==> config.mk <==
export PLATFORM = sky130hd
export DESIGN_NAME = aes_bist_ctrl
export DESIGN_NICKNAME = d
export VERILOG_FILES = /design/src/rtl/aes_bist_pkg.sv /design/src/rtl/aes_bist_cnt.sv /design/src/rtl/aes_bist_ctrl.sv
export SDC_FILE = /design/constraint.sdc
export NUM_CORES = 1
export LEC_CHECK = 0
export ABC_AREA = 1
export BUFFER_PORTS_ARGS = -buffer_cell sky130_fd_sc_hd__clkbuf_2
export CAP_MARGIN = 20
export CORE_ASPECT_RATIO = 1.4
export CORE_UTILIZATION = 42
export DETAILED_ROUTE_END_ITERATION = 8
export GPL_TIMING_DRIVEN = 0
export MAX_ROUTING_LAYER = met4
export PLACE_DENSITY = 0.65
export SLEW_MARGIN = 20
export SYNTH_ARGS = -nofsm -noshare
export SYNTH_HDL_FRONTEND = slang
export SYNTH_HIERARCHICAL = 1
export SYNTH_SLANG_ARGS = --single-unit
==> constraint.sdc <==
create_clock -name clk -period 2.9 [get_ports clk]
set_input_delay 0.29 -clock clk [delete_from_list [all_inputs] [get_ports clk]]
set_output_delay 0.29 -clock clk [all_outputs]
set_load 0.01 [all_outputs]
==> src/rtl/aes_bist_pkg.sv <==
// ============================================================================
// Module      : aes_bist_pkg
// Description : Shared state encoding, counter width and default run constants
//               for the AES BIST controller.
// Revision    : 1.0 - initial release
// ============================================================================
`timescale 1ns/1ps
`default_nettype none

package aes_bist_pkg;

    localparam int          CNT_W          = 8;
    localparam int          C_NUM_PATTERNS = 16;
    localparam int          C_PIPE_LAT     = 4;
    localparam logic [7:0]  C_GOLDEN_SIG   = 8'hC0;

    typedef enum logic [2:0] {
        ST_IDLE  = 3'd0,
        ST_CLEAR = 3'd1,
        ST_RUN   = 3'd2,
        ST_DRAIN = 3'd3,
        ST_CHECK = 3'd4,
        ST_DONE  = 3'd5
    } state_t;

endpackage

`default_nettype wire

==> src/rtl/aes_bist_cnt.sv <==
// ============================================================================
// Module      : aes_bist_cnt
// Description : Loadable phase down-counter; holds at zero instead of wrapping.
// Revision    : 1.0 - initial release
// ============================================================================
`timescale 1ns/1ps
`default_nettype none

module aes_bist_cnt
    import aes_bist_pkg::*;
(
    input  logic             clk,
    input  logic             rst,
    input  logic             i_load,
    input  logic [CNT_W-1:0] i_load_val,
    input  logic             i_dec,
    output logic             o_zero
);

    logic [CNT_W-1:0] r_count;

    always_ff @(posedge clk or posedge rst) begin
        if (rst) begin
            r_count <= '0;
        end else if (i_load) begin
            r_count <= i_load_val;
        end else if (i_dec && (r_count != '0)) begin
            r_count <= r_count - 1'b1;
        end
    end

    assign o_zero = (r_count == '0);

endmodule

`default_nettype wire

==> src/rtl/aes_bist_ctrl.sv <==
// ============================================================================
// Module      : aes_bist_ctrl
// Description : BIST sequencer for the AES core: clear, LFSR stimulus, pipeline
//               drain, MISR signature check. Optional signature capture is
//               enabled with the AES_BIST_SIG_CAPTURE_EN macro.
// Revision    : 1.0 - initial release
// ============================================================================
`timescale 1ns/1ps
`default_nettype none

module aes_bist_ctrl
    import aes_bist_pkg::*;
#(
    parameter int         NUM_PATTERNS = C_NUM_PATTERNS,
    parameter int         PIPE_LAT     = C_PIPE_LAT,
    parameter logic [7:0] GOLDEN_SIG   = C_GOLDEN_SIG
) (
    input  logic       clk,
    input  logic       rst,
    input  logic       start,
    input  logic       abort,
    input  logic [7:0] misr_sig,
    output logic       lfsr_misr_en,
    output logic       bist_mode,
    output logic       busy,
    output logic       done,
    output logic       pass,
    output logic [7:0] sig_out
);

    // Counter is loaded with phase length minus one so zero marks the last cycle.
    localparam logic [CNT_W-1:0] C_RUN_LOAD   = CNT_W'(NUM_PATTERNS - 1);
    localparam logic [CNT_W-1:0] C_DRAIN_LOAD = (PIPE_LAT > 0) ? CNT_W'(PIPE_LAT - 1) : '0;

    state_t           r_state;
    state_t           w_state_next;
    logic             w_cnt_load;
    logic [CNT_W-1:0] w_cnt_val;
    logic             w_cnt_dec;
    logic             w_cnt_zero;
    logic             w_check_done;
    logic             r_done;
    logic             r_pass;

    aes_bist_cnt u_cnt (
        .clk        (clk),
        .rst        (rst),
        .i_load     (w_cnt_load),
        .i_load_val (w_cnt_val),
        .i_dec      (w_cnt_dec),
        .o_zero     (w_cnt_zero)
    );

    always_ff @(posedge clk or posedge rst) begin
        if (rst) begin
            r_state <= ST_IDLE;
        end else begin
            r_state <= w_state_next;
        end
    end

    always_comb begin
        w_state_next = r_state;
        w_cnt_load   = 1'b0;
        w_cnt_val    = '0;
        w_cnt_dec    = 1'b0;
        case (r_state)
            ST_IDLE: begin
                if (start) w_state_next = ST_CLEAR;
            end
            ST_CLEAR: begin
                if (abort) begin
                    w_state_next = ST_IDLE;
                end else begin
                    w_state_next = ST_RUN;
                    w_cnt_load   = 1'b1;
                    w_cnt_val    = C_RUN_LOAD;
                end
            end
            ST_RUN: begin
                if (abort) begin
                    w_state_next = ST_IDLE;
                end else if (w_cnt_zero) begin
                    if (PIPE_LAT == 0) begin
                        w_state_next = ST_CHECK;
                    end else begin
                        w_state_next = ST_DRAIN;
                        w_cnt_load   = 1'b1;
                        w_cnt_val    = C_DRAIN_LOAD;
                    end
                end else begin
                    w_cnt_dec = 1'b1;
                end
            end
            ST_DRAIN: begin
                if (abort) begin
                    w_state_next = ST_IDLE;
                end else if (w_cnt_zero) begin
                    w_state_next = ST_CHECK;
                end else begin
                    w_cnt_dec = 1'b1;
                end
            end
            ST_CHECK: begin
                w_state_next = abort ? ST_IDLE : ST_DONE;
            end
            ST_DONE: begin
                if (start) w_state_next = ST_CLEAR;
            end
            default: w_state_next = ST_IDLE;
        endcase
    end

    assign w_check_done = (r_state == ST_CHECK) && (w_state_next == ST_DONE);

    // Pass survives only while staying in DONE; any other next state clears it.
    always_ff @(posedge clk or posedge rst) begin
        if (rst) begin
            r_done <= 1'b0;
            r_pass <= 1'b0;
        end else begin
            r_done <= w_check_done;
            if (w_check_done) begin
                r_pass <= (misr_sig == GOLDEN_SIG);
            end else if (w_state_next != ST_DONE) begin
                r_pass <= 1'b0;
            end
        end
    end

`ifdef AES_BIST_SIG_CAPTURE_EN
    logic [7:0] r_sig;

    always_ff @(posedge clk or posedge rst) begin
        if (rst) begin
            r_sig <= 8'h00;
        end else if (w_state_next == ST_CLEAR) begin
            r_sig <= 8'h00;
        end else if (w_check_done) begin
            r_sig <= misr_sig;
        end
    end

    assign sig_out = r_sig;
`else
    assign sig_out = 8'h00;
`endif

    assign lfsr_misr_en = (r_state == ST_RUN) || (r_state == ST_DRAIN);
    assign busy         = (r_state == ST_CLEAR) || (r_state == ST_RUN) ||
                          (r_state == ST_DRAIN) || (r_state == ST_CHECK);
    assign bist_mode    = (r_state != ST_IDLE);
    assign done         = r_done;
    assign pass         = r_pass;

endmodule

`default_nettype wire

# Yosys cells after proc, flatten, opt, wreduce, memory -nomap -nowiden
# Index checks and enable logic that the tools add are counted.
# totals
out_inout_bits	13
ff_bits	13
in_bits	12
# op_classes
muxes	23
addsub	1
reduce_logical	14
eq_ne	8
# ops
operator	n
2-to-1 mux 3 bit	6
2-to-1 mux 8 bit	2
one-hot mux 3 bit (5 select lines)	1
== test 3 bit (second input constant)	3
== test 8 bit (second input constant)	1
zero test 8 bit	1
2-to-1 mux 1 bit	8
one-hot mux 4 bit (2 select lines)	1
nonzero test 8 bit	1
subtractor 8 x 1 -> 8 bit (second input constant)	1
== test 3 x 2 -> 1 bit (second input constant)	2
2-to-1 mux 2 bit	3
logical OR 1 bit	4
2-to-1 mux 4 bit	1
nonzero test 2 bit	2
OR reduction 2 bit	2
== test 3 x 1 -> 1 bit (second input constant)	1
zero test 3 bit	1
!= test 3 bit (second input constant)	1
nonzero test 3 bit	1
logical AND 1 bit	2
one-hot mux 1 bit (2 select lines)	1

# Longest topological paths before layout
# Gate-level depths: netlist (run 1).
# logic_depth
depth_word	7
ltp_mapped	12
ltp_nobuf	11

# Cells and area by module
# The synthesis (run 1) kept the hierarchy.
# modules_own_cells
mod	n_inst	seq_area_each_um2	area_per_inst_um2	cells_each
aes_bist_cnt	1	200.2	633.1	91
aes_bist_ctrl	1	125.1	379.1	53

# Least setup slack after synthesis (run 1)
# No wires, ideal clock.
# synth_path
path_kind	register to register
start	register u_cnt.r_count[0]
end	register u_cnt.r_count[1]
synth_period_minus_slack_ns	2.086
path_buffers	1
slack_ns	0.814
setup_time_ns	0.118
stages_incl_launch_ff	11
t_arrival_ns	1.967
path_cell_list	dfrtp_1 > inv_1 > ha_1 > nand2_1 > nor2_1 > nand2_1 > o21ai_0 > clkbuf_1 > o21ai_0 > nand2_1 > o21ai_2
# synth_lines
item	line	rtl
start, declared	aes_bist_cnt.sv:20	logic [CNT_W-1:0] r_count;
start signal, assigned	aes_bist_cnt.sv:26	r_count <= i_load_val;
start signal, assigned	aes_bist_cnt.sv:28	r_count <= r_count - 1'b1;
zero test 8 bit *	aes_bist_cnt.sv:32	assign o_zero = (r_count == '0);
named net w_cnt_zero	aes_bist_ctrl.sv:40	logic w_cnt_zero;
2-to-1 mux 1 bit *	aes_bist_ctrl.sv:83	end else if (w_cnt_zero) begin
2-to-1 mux 1 bit *	aes_bist_ctrl.sv:81	if (abort) begin
one-hot mux 1 bit (2 select lines) *	aes_bist_ctrl.sv:67	case (r_state)
named net w_cnt_load	aes_bist_ctrl.sv:37	logic w_cnt_load;
2-to-1 mux 8 bit / nonzero test 2 bit (equally long branches)	n/a	
# The timed path passes the listed nets; every way through them passes the cells marked *. The select of a mux whose other input is x is not followed.
# A chain may end at the register's enable or synchronous reset.

# Worst setup path in the final report (run 1)
# Same ends and word-level chain as after synthesis.

==> out/results.ini, run 1 <==
[synth]
avgSynthCellArea_sq_um=7.03
synthTopCellsByArea=dfrtp_1 32%, nand2_1 15%, nand3_1 8.4%
synthFlopType=dfrtp_1
yosysTopAreaCell=dfrtp_1
async_flop_share_pct=100
synth.top_cell.area_share_pct=32.1
ys_top_cells_by_count=40 x nand2_1, 17 x nand3_1, 15 x inv_1, 13 x dfrtp_1, 13 x nor2_1
ys_types=28
synth_warnings=6
yosysSeqAreaShare_pct=32.1
yosysMostFrequentCell=nand2_1
ys_seq_elements=13
synth-edff-count=0
syn-cell-area_sq_um=1010
syn_inst=144

[setup_path]
timing.critical_path.buf_inv=2
path_common_cell=nand2_1
crit_start=u_cnt/r_count[0]
arrival_ps=2640
r2r-end=u_cnt/r_count[1]
cp-start-kind=flip-flop
cpPeakStageDelay_ps=380
required_ps=3070
worst-setup-path-type=flip-flop to flip-flop
critPathSlowestCell=dfrtp_1
worstSetupEndpointType=flip-flop
cp.depth=10
reg2reg_setup_slack_ps=430
critPathMaxFanout=10
worstReg2RegStart=u_cnt/r_count[0]
r2r_cells=10
crit_chain=inv_1 > ha_1 > nand2_1 > nor2_1 > nand2_1 > o21ai_1 > clkbuf_1 > o21ai_0 > nand2_1 > o21ai_2
critPathTopFamily=simple AND/OR/NAND/NOR gates
crit_end=u_cnt/r_count[1]

[clock_tree]
clk_pin_slew_ps=80
cts_tree=built
cts.sinks=13
clk_latency_ps=280
cts_setup_buffers=0
cts.path.max_buffers=2
clock-root-buffer=clkbuf_4
h-tree-depth=1
cts_buffers=3

[floorplan]
die-area_sq_um=2610
die_w_um=43.5
die_h_um=60.1
rows=20
core_sq_um=2230
start_util_pct=45.4
io_pins=25

[timing]
slew_headroom_pct=47.0
layout_min_cycle_time_ps=2470
finalSetupViolCount=0
period_share_pct=85.1
fmax_mhz=405
rsz0062_at_grt=no
slew_violations=0
fin_ws_ps=432
fin_setup_tns_ps=0
holdWs_ps=275
tightest_slew_ps=787
final_hold_viol_count=0
clock_skew_ps=3.94

[global_route]
grt_usage_pct=18.1
grt_max_degree=11
antenna_found_initial=0
grt_overflow=0
grt_pass1_wl_mm=3.38
grt_pass1_vias=822

[layout]
layout.cells.non_filler=198
final_nets=191
syn_to_final_growth_pct=18.3
final_area_sq_um=1200
antenna_cells=0
nFillCells=238
drive_gt1_share_pct=25.0

[drt]
routed-via-count=946
drc=0
drt-pass1-iter-count=4
drt_iter0_markers=24
ant_nets=0
drt-wirelength-per-cell_um=10.5
wl_mm=2.07
vias_per_cell=4.78

[power_and_ir_drop]
max-vdd-ir-drop_mv=0.454
p_leak_nw=0.649
power.density_nw_per_um2=903

[placed_design]
place_ws_ps=309
dp_hpwl_mm=1.63
port_buffers=16
placed_area_sq_um=1160
gp_congestion=0.775
dp_cells=193

[status]
status=finished, final reports clean

[job]
cap_violations=0

[worst_hold_path]
hold_path.class=input port to flip-flop

## where the power goes
group | internal (mW) | total [mW] | switching [mW]
registers | 0.246 | 0.324 | 0.0778
clock network | 0.0533 | 0.116 | 0.0624
logic | 0.245 | 0.642 | 0.397
## layout make-up
class,instances,area [sq um],share of cell area (%)
clock buffer,4,26.3,2.19
buffer,10,68.8,5.75
inverter,18,67.6,5.64
timing repair buffer,17,90.1,7.52
multi-input combinational,114,592,49.4
tap,22,27.5,2.30
sequential,13,325,27.2
## layout by cell type (no fill, tap or decap), drive strengths merged, types with 2 or more instances in the layout
| master | Yosys | final |
|---|---|---|
| nand3 | 18 | 18 |
| ha | 2 | 2 |
| dfrtp | 13 | 13 |
| xnor2 | 2 | 2 |
| nor3 | 2 | 2 |
| o21ai | 11 | 11 |
| clkbuf | 1 | 21 |
| nor2 | 17 | 17 |
| nand4 | 3 | 3 |
| conb | 1 | 12 |
| nand2 | 42 | 42 |
| buf | 9 | 9 |
| inv | 18 | 18 |
## flip-flops by register name, summed over array words and instances, names as in the netlist
name	flops
u_cnt/r_count	8
r_state	3
done	1
pass	1
## kinds of logic after synthesis
group	after synthesis	synth area share, %
simple gates	85	40.5
buf+inv	28	13.5
flops	13	32.1
compound gates	12	8.41
xor+xnor	3	2.60
fa+ha+maj	2	2.47
other cells	1	0.370
## repair_timing
| item | 4_1_cts | 5_1_grt |
|---|---|---|
| endpoints found under the setup margin | 0 | 2 |
| resized for setup | 0 | 1 |
| hold endpoints to repair | 13 | 0 |
| hold buffers | 1 | 0 |
## worst min-delay path by stage
stage          startpoint         end  slack, ps  cells past startpoint
2_1_floorplan         rst        done         70                      1
3_3_place_gp          rst        done        200                      2
3_5_place_dp          rst        done        200                      2
4_1_cts             abort  r_state[1]        260                      2
5_1_grt             abort  r_state[1]        270                      2
6_report            start        pass        270                      4
## metal layers
metal  part of all wire, %  GRT usage, %  wire length (um)
met1                    42          18.4               861
met2                    54          33.8              1110
met3                   2.9          2.11                60
met4                   1.7          8.48                36
met5                     0             -                 0
## worst reg2reg max path, stage by stage (launching register included)
cell      delay (ps)
dfrtp_1          380
inv_1            170
ha_1             190
nand2_1          110
nor2_1           320
nand2_1          130
o21ai_1          370
clkbuf_1         380
o21ai_0          160
nand2_1          100
o21ai_2           50
## metrics by stage
step	util, %	power (mW)
final	53.8	1.08
after CTS	53.8	1.09
after global routing	53.8	1.18
after detailed placement	52.1	0.964
after floorplan	-	0.827
after global placement	52.1	0.949
Note: power is estimated with default switching activity, not from simulation.
==> run 2, diff against run 1 <==
CORE_UTILIZATION = 40   (was 42)
PLACE_DENSITY = 0.63   (was 0.65)
==> out/results.ini, run 2 (synthesis results as in run 1) <==
[clock_tree]
cts_tree=built
clk_latency_ps=280
ctsResizeCount=0
cts.path.max_buffers=2
cts.sinks=13
cts_buffers=3
h-tree-depth=1
clock-root-buffer=clkbuf_4
clk_pin_slew_ps=90

[drt]
drc=0
vias_per_cell=4.48
routed-via-count=940
wl_mm=1.98
drt-wirelength-per-cell_um=9.45
drt_iter0_markers=18
drt-pass1-iter-count=4
ant_nets=0

[timing]
period_share_pct=89.1
final_hold_viol_count=0
fmax_mhz=387
finalSetupViolCount=0
clock_skew_ps=9.07
rsz0062_at_grt=no
tightest_slew_ps=809
slew_headroom_pct=45.6
holdWs_ps=283
fin_ws_ps=315
slew_violations=0
layout_min_cycle_time_ps=2590
fin_setup_tns_ps=0

[setup_path]
cpPeakStageDelay_ps=520
path_common_cell=nand2_1
critPathSlowestCell=o21ai_0
worst-setup-path-type=flip-flop to flip-flop
critPathMaxFanout=10
required_ps=3070
r2r_cells=10
cp-start-kind=flip-flop
worstReg2RegStart=u_cnt/r_count[0]
crit_start=u_cnt/r_count[0]
crit_end=u_cnt/r_count[1]
critPathTopFamily=compound AO/OA/AOI/OAI gates
worstSetupEndpointType=flip-flop
r2r-end=u_cnt/r_count[1]
arrival_ps=2760
cp.depth=10
reg2reg_setup_slack_ps=310
timing.critical_path.buf_inv=2
crit_chain=inv_1 > ha_1 > nand2_1 > nor2_1 > nand2_1 > o21ai_0 > clkbuf_1 > o21ai_0 > nand2_1 > o21ai_2

[global_route]
grt_pass1_wl_mm=3.21
grt_usage_pct=16.7
grt_pass1_vias=803
antenna_found_initial=0
grt_max_degree=11
grt_overflow=0

[layout]
layout.cells.non_filler=210
final_common_cell=nand2_1
final_nets=191
largest_register=u_cnt/r_count
nFillCells=238
mostFrequentLayoutCells=40 x nand2_1, 17 x nand3_1, 16 x clkbuf_2
antenna_cells=0
drive_gt1_share_pct=25.6
postLayoutCoreUtil_pct=50.8
largest_reg_flops=8
top_regs=u_cnt/r_count: 8 flops, r_state: 3 flops
syn_to_final_growth_pct=19.9
final_area_sq_um=1210

[worst_hold_path]
hold_path.class=input port to flip-flop
hold_path_depth=4

[placed_design]
place_ws_ps=317
dp_cells=205
gp_congestion=0.810
placed_area_sq_um=1180
dp_hpwl_mm=1.62
port_buffers=16

[floorplan]
core_sq_um=2390
io_pins=25
start_util_pct=42.3
die-area_sq_um=2740
rows=21
die_w_um=44.5
die_h_um=61.5

[power_and_ir_drop]
p_total_mw=1.07
p_leak_nw=0.652
max-vdd-ir-drop_mv=0.410
power.density_nw_per_um2=881

[job]
cap_violations=0

[status]
status=finished, final reports clean

run 2: cell count changes in the layout (fill, tap and decap cells not counted), sizes merged:
cell / delta
clkbuf: -1
clkinv: +1
run 2: routing by layer:
layer / part of all wire, % / GRT usage [%]
met4: 0.60 / 7.79
met1: 42 / 17.8
met2: 54 / 30.5
met5: 0 / -
met3: 3.6 / 1.76
run 2: where the power goes:
part / switching [mW] / internal (mW) / leakage (nW)
clock network: 0.0611 / 0.0511 / 0.0177
logic: 0.390 / 0.243 / 0.466
registers: 0.0778 / 0.246 / 0.169
run 2: layout make-up:
| type | instances | area, sq um | share of cell area [%] |
|---|---|---|---|
| Sequential cell | 13 | 325 | 26.8 |
| Clock buffer | 3 | 22.5 | 1.86 |
| Inverter | 18 | 67.6 | 5.57 |
| Clock inverter | 1 | 5.00 | 0.412 |
| Tap cell | 34 | 42.5 | 3.51 |
| Buffer | 10 | 68.8 | 5.67 |
| Timing Repair Buffer | 17 | 90.1 | 7.42 |
| Multi-Input combinational cell | 114 | 592 | 48.8 |
run 2: tightest hold or removal path: stages:
cell	delay, ps
clkbuf_2	90
nor3_2	50
nand2_1	50
nand2_1	50
run 2: what timing repair did:
action,CTS,global route
hold buffers,1,0
setup buffers,0,0
endpoints found under the hold margin,13,0
run 2: worst min path at each step:
stage | startpoint | slack, ps | to
finish | start | 280 | pass
global route | start | 290 | pass
CTS | start | 280 | pass
detailed placement | rst | 200 | done
global placement | rst | 200 | done
floorplan | rst | 70 | done
==> run 3, diff against run 2 <==
HOLD_SLACK_MARGIN = 0.1   (was not set)
PLACE_DENSITY = not set   (was 0.63)
==> out/results.ini, run 3 (synthesis results as in run 1) <==
[placed_design]
port_buffers=16
place_ws_ps=294
dp_cells=205
gp_congestion=0.815
dp_hpwl_mm=1.67

[drt]
wl_mm=2.08
drt-wirelength-per-cell_um=9.90
routed-via-count=944
drc=0
drt_iter0_markers=9
ant_nets=0
drt-pass1-iter-count=5
vias_per_cell=4.50

[power_and_ir_drop]
p_sw_mw=0.542
p_leak_nw=0.652
swShare_pct=50.1
clkPwrFrac_pct=10.7
max-vdd-ir-drop_mv=0.447
power.density_nw_per_um2=891
p_seq_share_pct=30.2
p_int_mw=0.540
p_total_mw=1.08
pwr-share-comb_pct=59.2

[clock_tree]
cts.sinks=13
h-tree-depth=1
ctsResizeCount=0
cts_tree=built
clock-root-buffer=clkbuf_4
cts.path.max_buffers=2
clk_latency_ps=280
cts_buffers=3
clk_pin_slew_ps=90

[global_route]
grt_pass1_vias=845
grt_max_degree=11
grt_pass1_wl_mm=3.46
grt_usage_pct=18.0
antenna_found_initial=0
grt_overflow=0

[setup_path]
cp-start-kind=flip-flop
arrival_ps=2820
path_common_cell=nand2_1
worstReg2RegStart=u_cnt/r_count[0]
cpPeakStageDelay_ps=540
r2r-end=u_cnt/r_count[1]
critPathSlowestCell=o21ai_0
critPathMaxFanout=10
worstSetupEndpointType=flip-flop
crit_chain=inv_1 > ha_1 > nand2_1 > nor2_1 > nand2_1 > o21ai_0 > clkbuf_1 > o21ai_0 > nand2_1 > o21ai_2
reg2reg_setup_slack_ps=260
required_ps=3080
r2r_cells=10
crit_end=u_cnt/r_count[1]
crit_start=u_cnt/r_count[0]
worst-setup-path-type=flip-flop to flip-flop

[floorplan]
io_pins=25
rows=21
die_w_um=44.5
start_util_pct=42.3
die-area_sq_um=2740
core_sq_um=2390
die_h_um=61.5

[status]
status=finished, final reports clean

[timing]
slew_violations=0
rsz0062_at_grt=no
period_share_pct=90.9
finalSetupViolCount=0
fin_setup_tns_ps=0
slew_headroom_pct=44.9
fin_ws_ps=264
layout_min_cycle_time_ps=2640
clock_skew_ps=5.05
fmax_mhz=379
final_hold_viol_count=0
tightest_slew_ps=819

[layout]
top_regs=u_cnt/r_count: 8 flops, r_state: 3 flops
regArea_sq_um=325
nFillCells=255
final_common_cell=nand2_1
syn_to_final_growth_pct=19.9
layout.cells.non_filler=210
largest_register=u_cnt/r_count
drive_gt1_share_pct=25.6
largest_reg_flops=8
mostFrequentLayoutCells=40 x nand2_1, 17 x nand3_1, 16 x clkbuf_2
final_nets=191
antenna_cells=0
multi_input_area_sq_um=592

[worst_hold_path]
hold_path.class=input port to flip-flop

[job]
cap_violations=0

==> run 3: repair_timing <==
item                                    in CTS  in global routing
hold buffers                                 1                  0
endpoints found under the hold margin       13                  0
endpoints found under the setup margin       0                  0
setup buffers                                0                  0
==> run 3: final cells by class <==
cell class              instances  share of cell area, %
inverters                      18                   5.57
clock inverters                 1                  0.412
flip-flops and latches         13                   26.8
plain buffers                  10                   5.67
repair buffers                 17                   7.42
clock buffers                   3                   1.86
well taps                      34                   3.51
multi-input cells             114                   48.8
==> run 3: worst max-delay path, delay by kind of cell, from the launching register on <==
kind	cells	cell delay, ps
buf+inv	2	550
flops	1	380
simple gates	4	660
compound gates	3	740
fa+ha+maj	1	190
==> run 3: per-stage QoR <==
stage / area (sq um) / hold WS (ps) / util [%]
6_report: 1210 / 263 / 50.8
5_1_grt: 1210 / 279 / 50.8
4_1_cts: 1210 / 262 / 50.8
3_5_place_dp: 1180 / 205 / 49.2
3_3_place_gp: 1180 / 204 / 49.2
2_1_floorplan: 1050 / 68.5 / -
==> run 3: power by group through the flow <==
stage / combinational (mW) / clock (mW) / sequential (mW)
after CTS: 0.643 / 0.121 / 0.325
after detailed placement: 0.638 / 0 / 0.329
final: 0.640 / 0.116 / 0.326
after floorplan: 0.517 / 0 / 0.310
after global routing: 0.730 / 0.131 / 0.329
after global placement: 0.626 / 0 / 0.326
==> run 3: how the worst min path moves through the flow <==
stage / from / endpoint / slack [ps] / cells past startpoint
2_1_floorplan: rst / done / 70 / 1
3_3_place_gp: rst / pass / 200 / 2
5_1_grt: start / pass / 280 / 4
6_report: start / pass / 260 / 4
3_5_place_dp: rst / done / 210 / 2
4_1_cts: start / pass / 260 / 4
==> run 3: metal layers <==
| metal | up-vias | share of wire, % | GRT usage (%) |
|---|---|---|---|
| met3 | 2 | 3.1 | 4.40 |
| met1 | 422 | 42 | 18.9 |
| met2 | 18 | 54 | 32.8 |
| met4 | 0 | 0.63 | 5.19 |
| met5 | - | 0 | - |
| li1 | 502 | - | - |
